### src/rtl/alu_exec_unit.sv
// ---------------------------------------------------------------------------
// alu_exec_unit -- execute-stage ALU with valid/ready handshakes.
//
// Logic, arithmetic and zero-amount shifts finish one cycle after accept.
// A shift with a non-zero amount moves one bit position per cycle, so it
// occupies the unit for 1+sh cycles before the result is presented.
//
// Ports:
//   clk, rst            clock, asynchronous active-high reset
//   flush               synchronous abort of any in-flight operation
//   in_valid/in_ready   upstream handshake for alucode/a/b
//   alucode, a, b       operation select and operands (b[SHW-1:0] = shamt)
//   out_valid/out_ready downstream handshake for result and flags
//   result              registered result
//   zero, sign          result == 0, result MSB
//   carry, overflow     carry-out / NOT borrow, signed overflow
// ---------------------------------------------------------------------------
module alu_exec_unit #(
    parameter int WIDTH = 32,
    parameter int SHW   = 5
) (
    input  logic             clk,
    input  logic             rst,
    input  logic             flush,
    input  logic             in_valid,
    output logic             in_ready,
    input  logic [3:0]       alucode,
    input  logic [WIDTH-1:0] a,
    input  logic [WIDTH-1:0] b,
    output logic             out_valid,
    input  logic             out_ready,
    output logic [WIDTH-1:0] result,
    output logic             zero,
    output logic             sign,
    output logic             carry,
    output logic             overflow
);

    localparam logic [3:0] OP_ADD  = 4'b0000;
    localparam logic [3:0] OP_COMP = 4'b0001;
    localparam logic [3:0] OP_AND  = 4'b0010;
    localparam logic [3:0] OP_XOR  = 4'b0011;
    localparam logic [3:0] OP_SHLL = 4'b0100;
    localparam logic [3:0] OP_SHRL = 4'b0101;
    localparam logic [3:0] OP_SHRA = 4'b0110;
    localparam logic [3:0] OP_SUB  = 4'b0111;

    typedef enum logic [1:0] {
        ST_IDLE  = 2'd0,
        ST_SHIFT = 2'd1,
        ST_DONE  = 2'd2
    } state_t;

    state_t           r_state;
    state_t           w_next_state;
    logic [3:0]       r_op;
    logic [WIDTH-1:0] r_work;
    logic [SHW-1:0]   r_cnt;
    logic [WIDTH-1:0] r_result;
    logic             r_zero;
    logic             r_sign;
    logic             r_carry;
    logic             r_overflow;

    logic             w_accept;
    logic             w_is_shift;
    logic [SHW-1:0]   w_sh;
    logic [WIDTH-1:0] w_arith_a;
    logic [WIDTH-1:0] w_arith_b;
    logic             w_cin;
    logic [WIDTH:0]   w_sum;
    logic [WIDTH-1:0] w_op_result;
    logic             w_op_carry;
    logic             w_op_ovf;
    logic [WIDTH-1:0] w_shifted;
    logic             w_load_result;
    logic             w_start_shift;
    logic [WIDTH-1:0] w_res_d;
    logic             w_carry_d;
    logic             w_ovf_d;

    // One-bit shift step for the iterative shifter; SHRA replicates the MSB.
    function automatic logic [WIDTH-1:0] shift_one(input logic [3:0] op,
                                                   input logic [WIDTH-1:0] v);
        logic [WIDTH-1:0] r;
        case (op)
            OP_SHLL: r = {v[WIDTH-2:0], 1'b0};
            OP_SHRL: r = {1'b0, v[WIDTH-1:1]};
            OP_SHRA: r = {v[WIDTH-1], v[WIDTH-1:1]};
            default: r = v;
        endcase
        return r;
    endfunction

    assign in_ready   = (r_state == ST_IDLE) && !flush;
    assign w_accept   = in_valid && in_ready;
    assign w_sh       = b[SHW-1:0];
    assign w_is_shift = (alucode == OP_SHLL) || (alucode == OP_SHRL) ||
                        (alucode == OP_SHRA);
    assign w_shifted  = shift_one(r_op, r_work);

    // Shared WIDTH+1 adder: SUB is a + ~b + 1, COMP is 0 + ~b + 1.
    always_comb begin
        w_arith_a = a;
        w_arith_b = b;
        w_cin     = 1'b0;
        case (alucode)
            OP_SUB: begin
                w_arith_b = ~b;
                w_cin     = 1'b1;
            end
            OP_COMP: begin
                w_arith_a = {WIDTH{1'b0}};
                w_arith_b = ~b;
                w_cin     = 1'b1;
            end
            default: begin
                w_arith_b = b;
            end
        endcase
        w_sum = {1'b0, w_arith_a} + {1'b0, w_arith_b} + {{WIDTH{1'b0}}, w_cin};
    end

    // Single-cycle result and flags; zero-amount shifts pass a through.
    always_comb begin
        w_op_result = {WIDTH{1'b0}};
        w_op_carry  = 1'b0;
        w_op_ovf    = 1'b0;
        case (alucode)
            OP_ADD, OP_SUB, OP_COMP: begin
                w_op_result = w_sum[WIDTH-1:0];
                w_op_carry  = w_sum[WIDTH];
                // Overflow when both adder inputs agree in sign and the sum does not.
                w_op_ovf    = (w_arith_a[WIDTH-1] == w_arith_b[WIDTH-1]) &&
                              (w_sum[WIDTH-1] != w_arith_a[WIDTH-1]);
            end
            OP_AND:                  w_op_result = a & b;
            OP_XOR:                  w_op_result = a ^ b;
            OP_SHLL, OP_SHRL, OP_SHRA: w_op_result = a;
            default:                 w_op_result = {WIDTH{1'b0}};
        endcase
    end

    // Next-state logic and result-load decisions; flush overrides everything.
    always_comb begin
        w_next_state  = r_state;
        w_load_result = 1'b0;
        w_start_shift = 1'b0;
        w_res_d       = w_op_result;
        w_carry_d     = w_op_carry;
        w_ovf_d       = w_op_ovf;
        if (flush) begin
            w_next_state = ST_IDLE;
        end else begin
            case (r_state)
                ST_IDLE: begin
                    if (w_accept) begin
                        if (w_is_shift && (w_sh != {SHW{1'b0}})) begin
                            w_next_state  = ST_SHIFT;
                            w_start_shift = 1'b1;
                        end else begin
                            w_next_state  = ST_DONE;
                            w_load_result = 1'b1;
                        end
                    end else begin
                        w_next_state = ST_IDLE;
                    end
                end
                ST_SHIFT: begin
                    // Last step: this cycle's shifted value is the final result.
                    if (r_cnt == SHW'(1)) begin
                        w_next_state  = ST_DONE;
                        w_load_result = 1'b1;
                        w_res_d       = w_shifted;
                        w_carry_d     = 1'b0;
                        w_ovf_d       = 1'b0;
                    end else begin
                        w_next_state = ST_SHIFT;
                    end
                end
                ST_DONE: begin
                    if (out_ready) begin
                        w_next_state = ST_IDLE;
                    end else begin
                        w_next_state = ST_DONE;
                    end
                end
                default: w_next_state = ST_IDLE;
            endcase
        end
    end

    // State register.
    always_ff @(posedge clk or posedge rst) begin
        if (rst) begin
            r_state <= ST_IDLE;
        end else begin
            r_state <= w_next_state;
        end
    end

    // Shifter working registers and the held result/flag registers.
    always_ff @(posedge clk or posedge rst) begin
        if (rst) begin
            r_op       <= 4'b0000;
            r_work     <= {WIDTH{1'b0}};
            r_cnt      <= {SHW{1'b0}};
            r_result   <= {WIDTH{1'b0}};
            r_zero     <= 1'b0;
            r_sign     <= 1'b0;
            r_carry    <= 1'b0;
            r_overflow <= 1'b0;
        end else begin
            if (w_start_shift) begin
                r_op   <= alucode;
                r_work <= a;
                r_cnt  <= w_sh;
            end else if ((r_state == ST_SHIFT) && !flush) begin
                r_work <= w_shifted;
                r_cnt  <= r_cnt - SHW'(1);
            end
            if (w_load_result) begin
                r_result   <= w_res_d;
                r_zero     <= (w_res_d == {WIDTH{1'b0}});
                r_sign     <= w_res_d[WIDTH-1];
                r_carry    <= w_carry_d;
                r_overflow <= w_ovf_d;
            end
        end
    end

    assign out_valid = (r_state == ST_DONE);
    assign result    = r_result;
    assign zero      = r_zero;
    assign sign      = r_sign;
    assign carry     = r_carry;
    assign overflow  = r_overflow;

endmodule
### config.mk
export PLATFORM = sky130hd
export DESIGN_NAME = alu_exec_unit
export DESIGN_NICKNAME = d
export VERILOG_FILES = /design/src/rtl/alu_exec_unit.sv
export SDC_FILE = /design/constraint.sdc
export NUM_CORES = 1
export LEC_CHECK = 0
export CAP_MARGIN = 20
export CORE_MARGIN = 3
export CORE_UTILIZATION = 40
export CTS_BUF_LIST = sky130_fd_sc_hd__clkbuf_8
export CTS_CLUSTER_SIZE = 40
export DETAILED_ROUTE_END_ITERATION = 6
export PLACE_DENSITY_LB_ADDON = 0.12
export SLEW_MARGIN = 10
export SYNTH_ARGS = -nofsm -noshare
export SYNTH_HDL_FRONTEND = slang
export SYNTH_SLANG_ARGS = --single-unit
### constraint.sdc
create_clock -name clk -period 4.4 [get_ports clk]
set_clock_uncertainty 0.05 [all_clocks]
set_input_delay 0.44 -clock clk [delete_from_list [all_inputs] [get_ports clk]]
set_output_delay 0.44 -clock clk [all_outputs]
set_load 0.1 [all_outputs]
==> flow_summary.json <==
{
  "globalplace.congestion": 0.978,
  "grt_first_pass_wirelength_mm": 45.4,
  "port_buffers": 110,
  "sequential_fraction_of_the_synthesis_area_pct": 25.1,
  "syn2layout_area_growth_pct": 37.0,
  "final_critical_path_share_of_the_clock_period_pct": 97.1,
  "dr_total_vias": 8488,
  "timing.critical_path.fanout_max": 4,
  "cap_viol_max_count": 0,
  "tritoncts": "yes",
  "critPathArrivalTime_ps": 4540,
  "postSynthNetCount": 1065,
  "viasPerCell": 5.98,
  "clkLatencyLatePin_ps": 380,
  "post_synth_num_cell_types": 78,
  "main_combinational_cell_family_by_area_after_synthesis": "compound AO/OA/AOI/OAI gates",
  "synth_compound_area_share_pct": 30.0,
  "finalHoldViolCount": 0,
  "post_route_cells_drive_above_1_share_pct": 23.7,
  "fin_hold_ws_ps": 232,
  "grt_util_all_layers_pct": 26.7,
  "final_nets": 1294,
  "synthMostInstantiatedCell": "sky130_fd_sc_hd__nand2_1",
  "irDropWorstVdd_uv": 213,
  "post_syn_area_um2": 7760,
  "register_area_um2": 1950,
  "clk_pin_slew_worst_paths_ps": 90,
  "crit-reg2reg-launch": "r_cnt[1]$_DFFE_PP0P_",
  "post_synth_and_or_nand_nor_area_fraction_pct": 18.8,
  "design.core.area_um2": 18900,
  "count_of_placed_standard_cells_including_taps": 1399,
  "yosysWarningCount": 0,
  "core.rowCount": 50,
  "antenna_cells": 0,
  "detail_route.wirelength_mm": 29.0,
  "max_slew.worst_pin.slew_ps": 976,
  "wire_per_inst_um": 20.5,
  "synth_edf_count": 0,
  "hold_class": "input pin to async pin",
  "relSlewSlack_pct": 34.7,
  "power.clock.fraction_pct": 12.6,
  "synth_cells": 926,
  "drt-pass1-iter-count": 7,
  "drc": 9,
  "r2r.worst_path.cells": 13,
  "min_period_ps": 4270,
  "power.density_cell_area_nw_per_um2": 390,
  "ant_nets": 0,
  "dp_slack_ps": -656,
  "reg_power_share_pct": 26.5,
  "cts-htree-levels": 3,
  "multiInputGateArea_um2": 5670,
  "r2r_slack_ps": 690,
  "m1WireLength_mm": 13.6,
  "setup_ws_ps": 127,
  "clock_tree.root_cell": "sky130_fd_sc_hd__clkbuf_8",
  "cts.path.max_buffers": 2,
  "cts-buffers-inserted": 9,
  "synth_common_cells": "88 x sky130_fd_sc_hd__nand2_1, 78 x sky130_fd_sc_hd__dfrtp_1, 68 x sky130_fd_sc_hd__o21ai_0, 65 x sky130_fd_sc_hd__ha_1, 59 x sky130_fd_sc_hd__a21oi_1",
  "syn-mean-instance-area_um2": 8.38,
  "finish.instance_area_um2": 10600,
  "fp.dieArea_um2": 21100,
  "synth_mux_area_share_pct": 5.22,
  "cellLeakagePower_nw": 4.58,
  "post_dp_cell_area_um2": 10200,
  "achievable-frequency_ghz": 0.234,
  "yosysTopAreaCellShare_pct": 25.1,
  "layout_filler_cell_count": 1814,
  "met2_wirelength_mm": 12.7,
  "clkSinkCount": 78,
  "dpl.hpwl_mm": 22.0,
  "maxUsedRoutingLayer": "met4",
  "timing.final.setup_violations": 0,
  "yosys_register_bits": 78,
  "power_report.internal_total_w": 0.00208,
  "post-synth-top-area-cell": "sky130_fd_sc_hd__dfrtp_1",
  "run_status": "finished, violations left",
  "sw_frac_of_total_pct": 50.0,
  "path_class": "input pin to flop",
  "die_width_um": 145,
  "synth_fa_ha_area_share_pct": 10.7,
  "violations": "DRC",
  "post_synth_xor_area_fraction_pct": 5.64,
  "async_reset_ff_share_pct": 100,
  "iteration_0_drc_count_of_the_detailed_router": 955,
  "grt_start_max_net_pins": 54,
  "fp.dieH_um": 145,
  "worstSetupStartpointType": "input pin",
  "floorplan.initialDensity_pct": 41.1,
  "worst_setup_path_end_kind": "flop",
  "grt_pass1_vias": 7958,
  "global_route.overflow_total": 0,
  "crit_required_ps": 4670,
  "timing_max_transition_violations_final": 0,
  "rr_endpoint": "zero$_DFFE_PP0P_",
  "dominant_cells_by_area_after_synthesis": "sky130_fd_sc_hd__dfrtp_1 25%, sky130_fd_sc_hd__ha_1 10%, sky130_fd_sc_hd__a222oi_1 5.7%",
  "boundaryPins": 111,
  "combinationalPowerShare_pct": 60.9,
  "power.switching_w": 0.00207,
  "postSynth.topFlopCell": "sky130_fd_sc_hd__dfrtp_1",
  "final_cell_count_no_fill": 1420,
  "cts_hold_repair.buffers": 0,
  "antenna_violations_before_repair": 0,
  "wl_met3_mm": 2.25
}
==> what timing repair did <==
| action | 4_1_cts | 5_1_grt |
|---|---|---|
| endpoints found under the hold margin | 0 | 0 |
| cloned | 0 | 0 |
| setup buffers | 0 | 4 |
| setup endpoints to repair | 2 | 6 |
| pin swaps | 0 | 11 |
| gates resized for setup | 14 | 20 |
==> per-stage QoR <==
| step | power, W | util, % | setup TNS [ps] |
|---|---|---|---|
| 5_1_grt | 0.00439 | 56.3 | -20.1 |
| 3_5_place_dp | 0.00355 | 54.3 | -3350 |
| 6_report | 0.00415 | 56.3 | 0 |
| 3_3_place_gp | 0.00353 | 54.3 | -2930 |
| 4_1_cts | 0.00411 | 55.5 | 0 |
| 2_1_floorplan | 0.00268 | - | 0 |
==> power groups by stage <==
| stage | combinational (W) | sequential (W) | clock (W) |
|---|---|---|---|
| floorplan | 0.00106 | 0.00162 | 0 |
| global placement | 0.00243 | 0.00110 | 0 |
| detailed placement | 0.00245 | 0.00110 | 0 |
| finish | 0.00253 | 0.00110 | 0.000525 |
| CTS | 0.00248 | 0.00109 | 0.000542 |
| global route | 0.00270 | 0.00113 | 0.000564 |
==> per-layer routing <==
layer,GRT usage [%],up-vias
li1,-,4031
met1,40.2,4037
met2,40.1,385
met3,4.68,35
met4,5.75,0
met5,0,-
==> sequential cells by signal (all words and copies together), names as in the netlist <==
signal,count
zero,1
overflow,1
r_work,32
r_op,4
r_state,2
result,32
carry,1
r_cnt,5
==> final cells by class <==
cell class	instances	share of cell area [%]
Multi-Input combinational cell	764	53.3
Timing Repair Buffer	285	23.0
Sequential cell	78	18.4
Tap cell	260	3.06
Clock buffer	9	1.16
Inverter	17	0.612
Clock inverter	7	0.482
==> kinds of logic (layout without fill, tap and decap cells) <==
family / count (synthesis) / count (layout)
simple gates: 284 / 284
xor+xnor: 50 / 50
compound gates: 327 / 327
flops: 78 / 78
fa+ha+maj: 66 / 66
mux: 37 / 37
buf+inv: 84 / 318
==> critical path, stage by stage <==
cell and delay [ps]:
sky130_fd_sc_hd__clkdlybuf4s50_1 440, sky130_fd_sc_hd__nor2b_1 160, sky130_fd_sc_hd__or3_4 420, sky130_fd_sc_hd__buf_4 180, sky130_fd_sc_hd__xnor2_2 130, sky130_fd_sc_hd__ha_1 310
sky130_fd_sc_hd__a211oi_2 270, sky130_fd_sc_hd__buf_4 150, sky130_fd_sc_hd__o21ai_2 70, sky130_fd_sc_hd__buf_4 140, sky130_fd_sc_hd__a211o_1 280, sky130_fd_sc_hd__a31oi_1 210
sky130_fd_sc_hd__xor2_1 240, sky130_fd_sc_hd__o221ai_1 200, sky130_fd_sc_hd__a211oi_2 260, sky130_fd_sc_hd__nand4_1 180, sky130_fd_sc_hd__and4b_1 310, sky130_fd_sc_hd__a22o_1 130
==> how the worst max path moves through the flow <==
stage          startpoint          endpoint  slack [ps]
2_1_floorplan  alucode[2]  zero$_DFFE_PP0P_          20
3_3_place_gp   alucode[1]  zero$_DFFE_PP0P_        -570
3_5_place_dp   alucode[1]  zero$_DFFE_PP0P_        -660
4_1_cts        alucode[1]  zero$_DFFE_PP0P_         0.3
5_1_grt        alucode[1]  zero$_DFFE_PP0P_         -20
6_report       alucode[1]  zero$_DFFE_PP0P_         130
==> cells in the final DEF (no fill, tap or decap), drive strengths merged, types with 18 or more instances in the layout <==
master         count
a21oi             59
a222oi            44
o21ai             75
buf              176
nor2b             37
dfrtp             78
inv               18
xnor2             41
nand3             23
nand2             89
nor2              53
a22oi             32
mux2              28
clkdlybuf4s50    109
ha                65
Power figures use the tool's default switching activity.
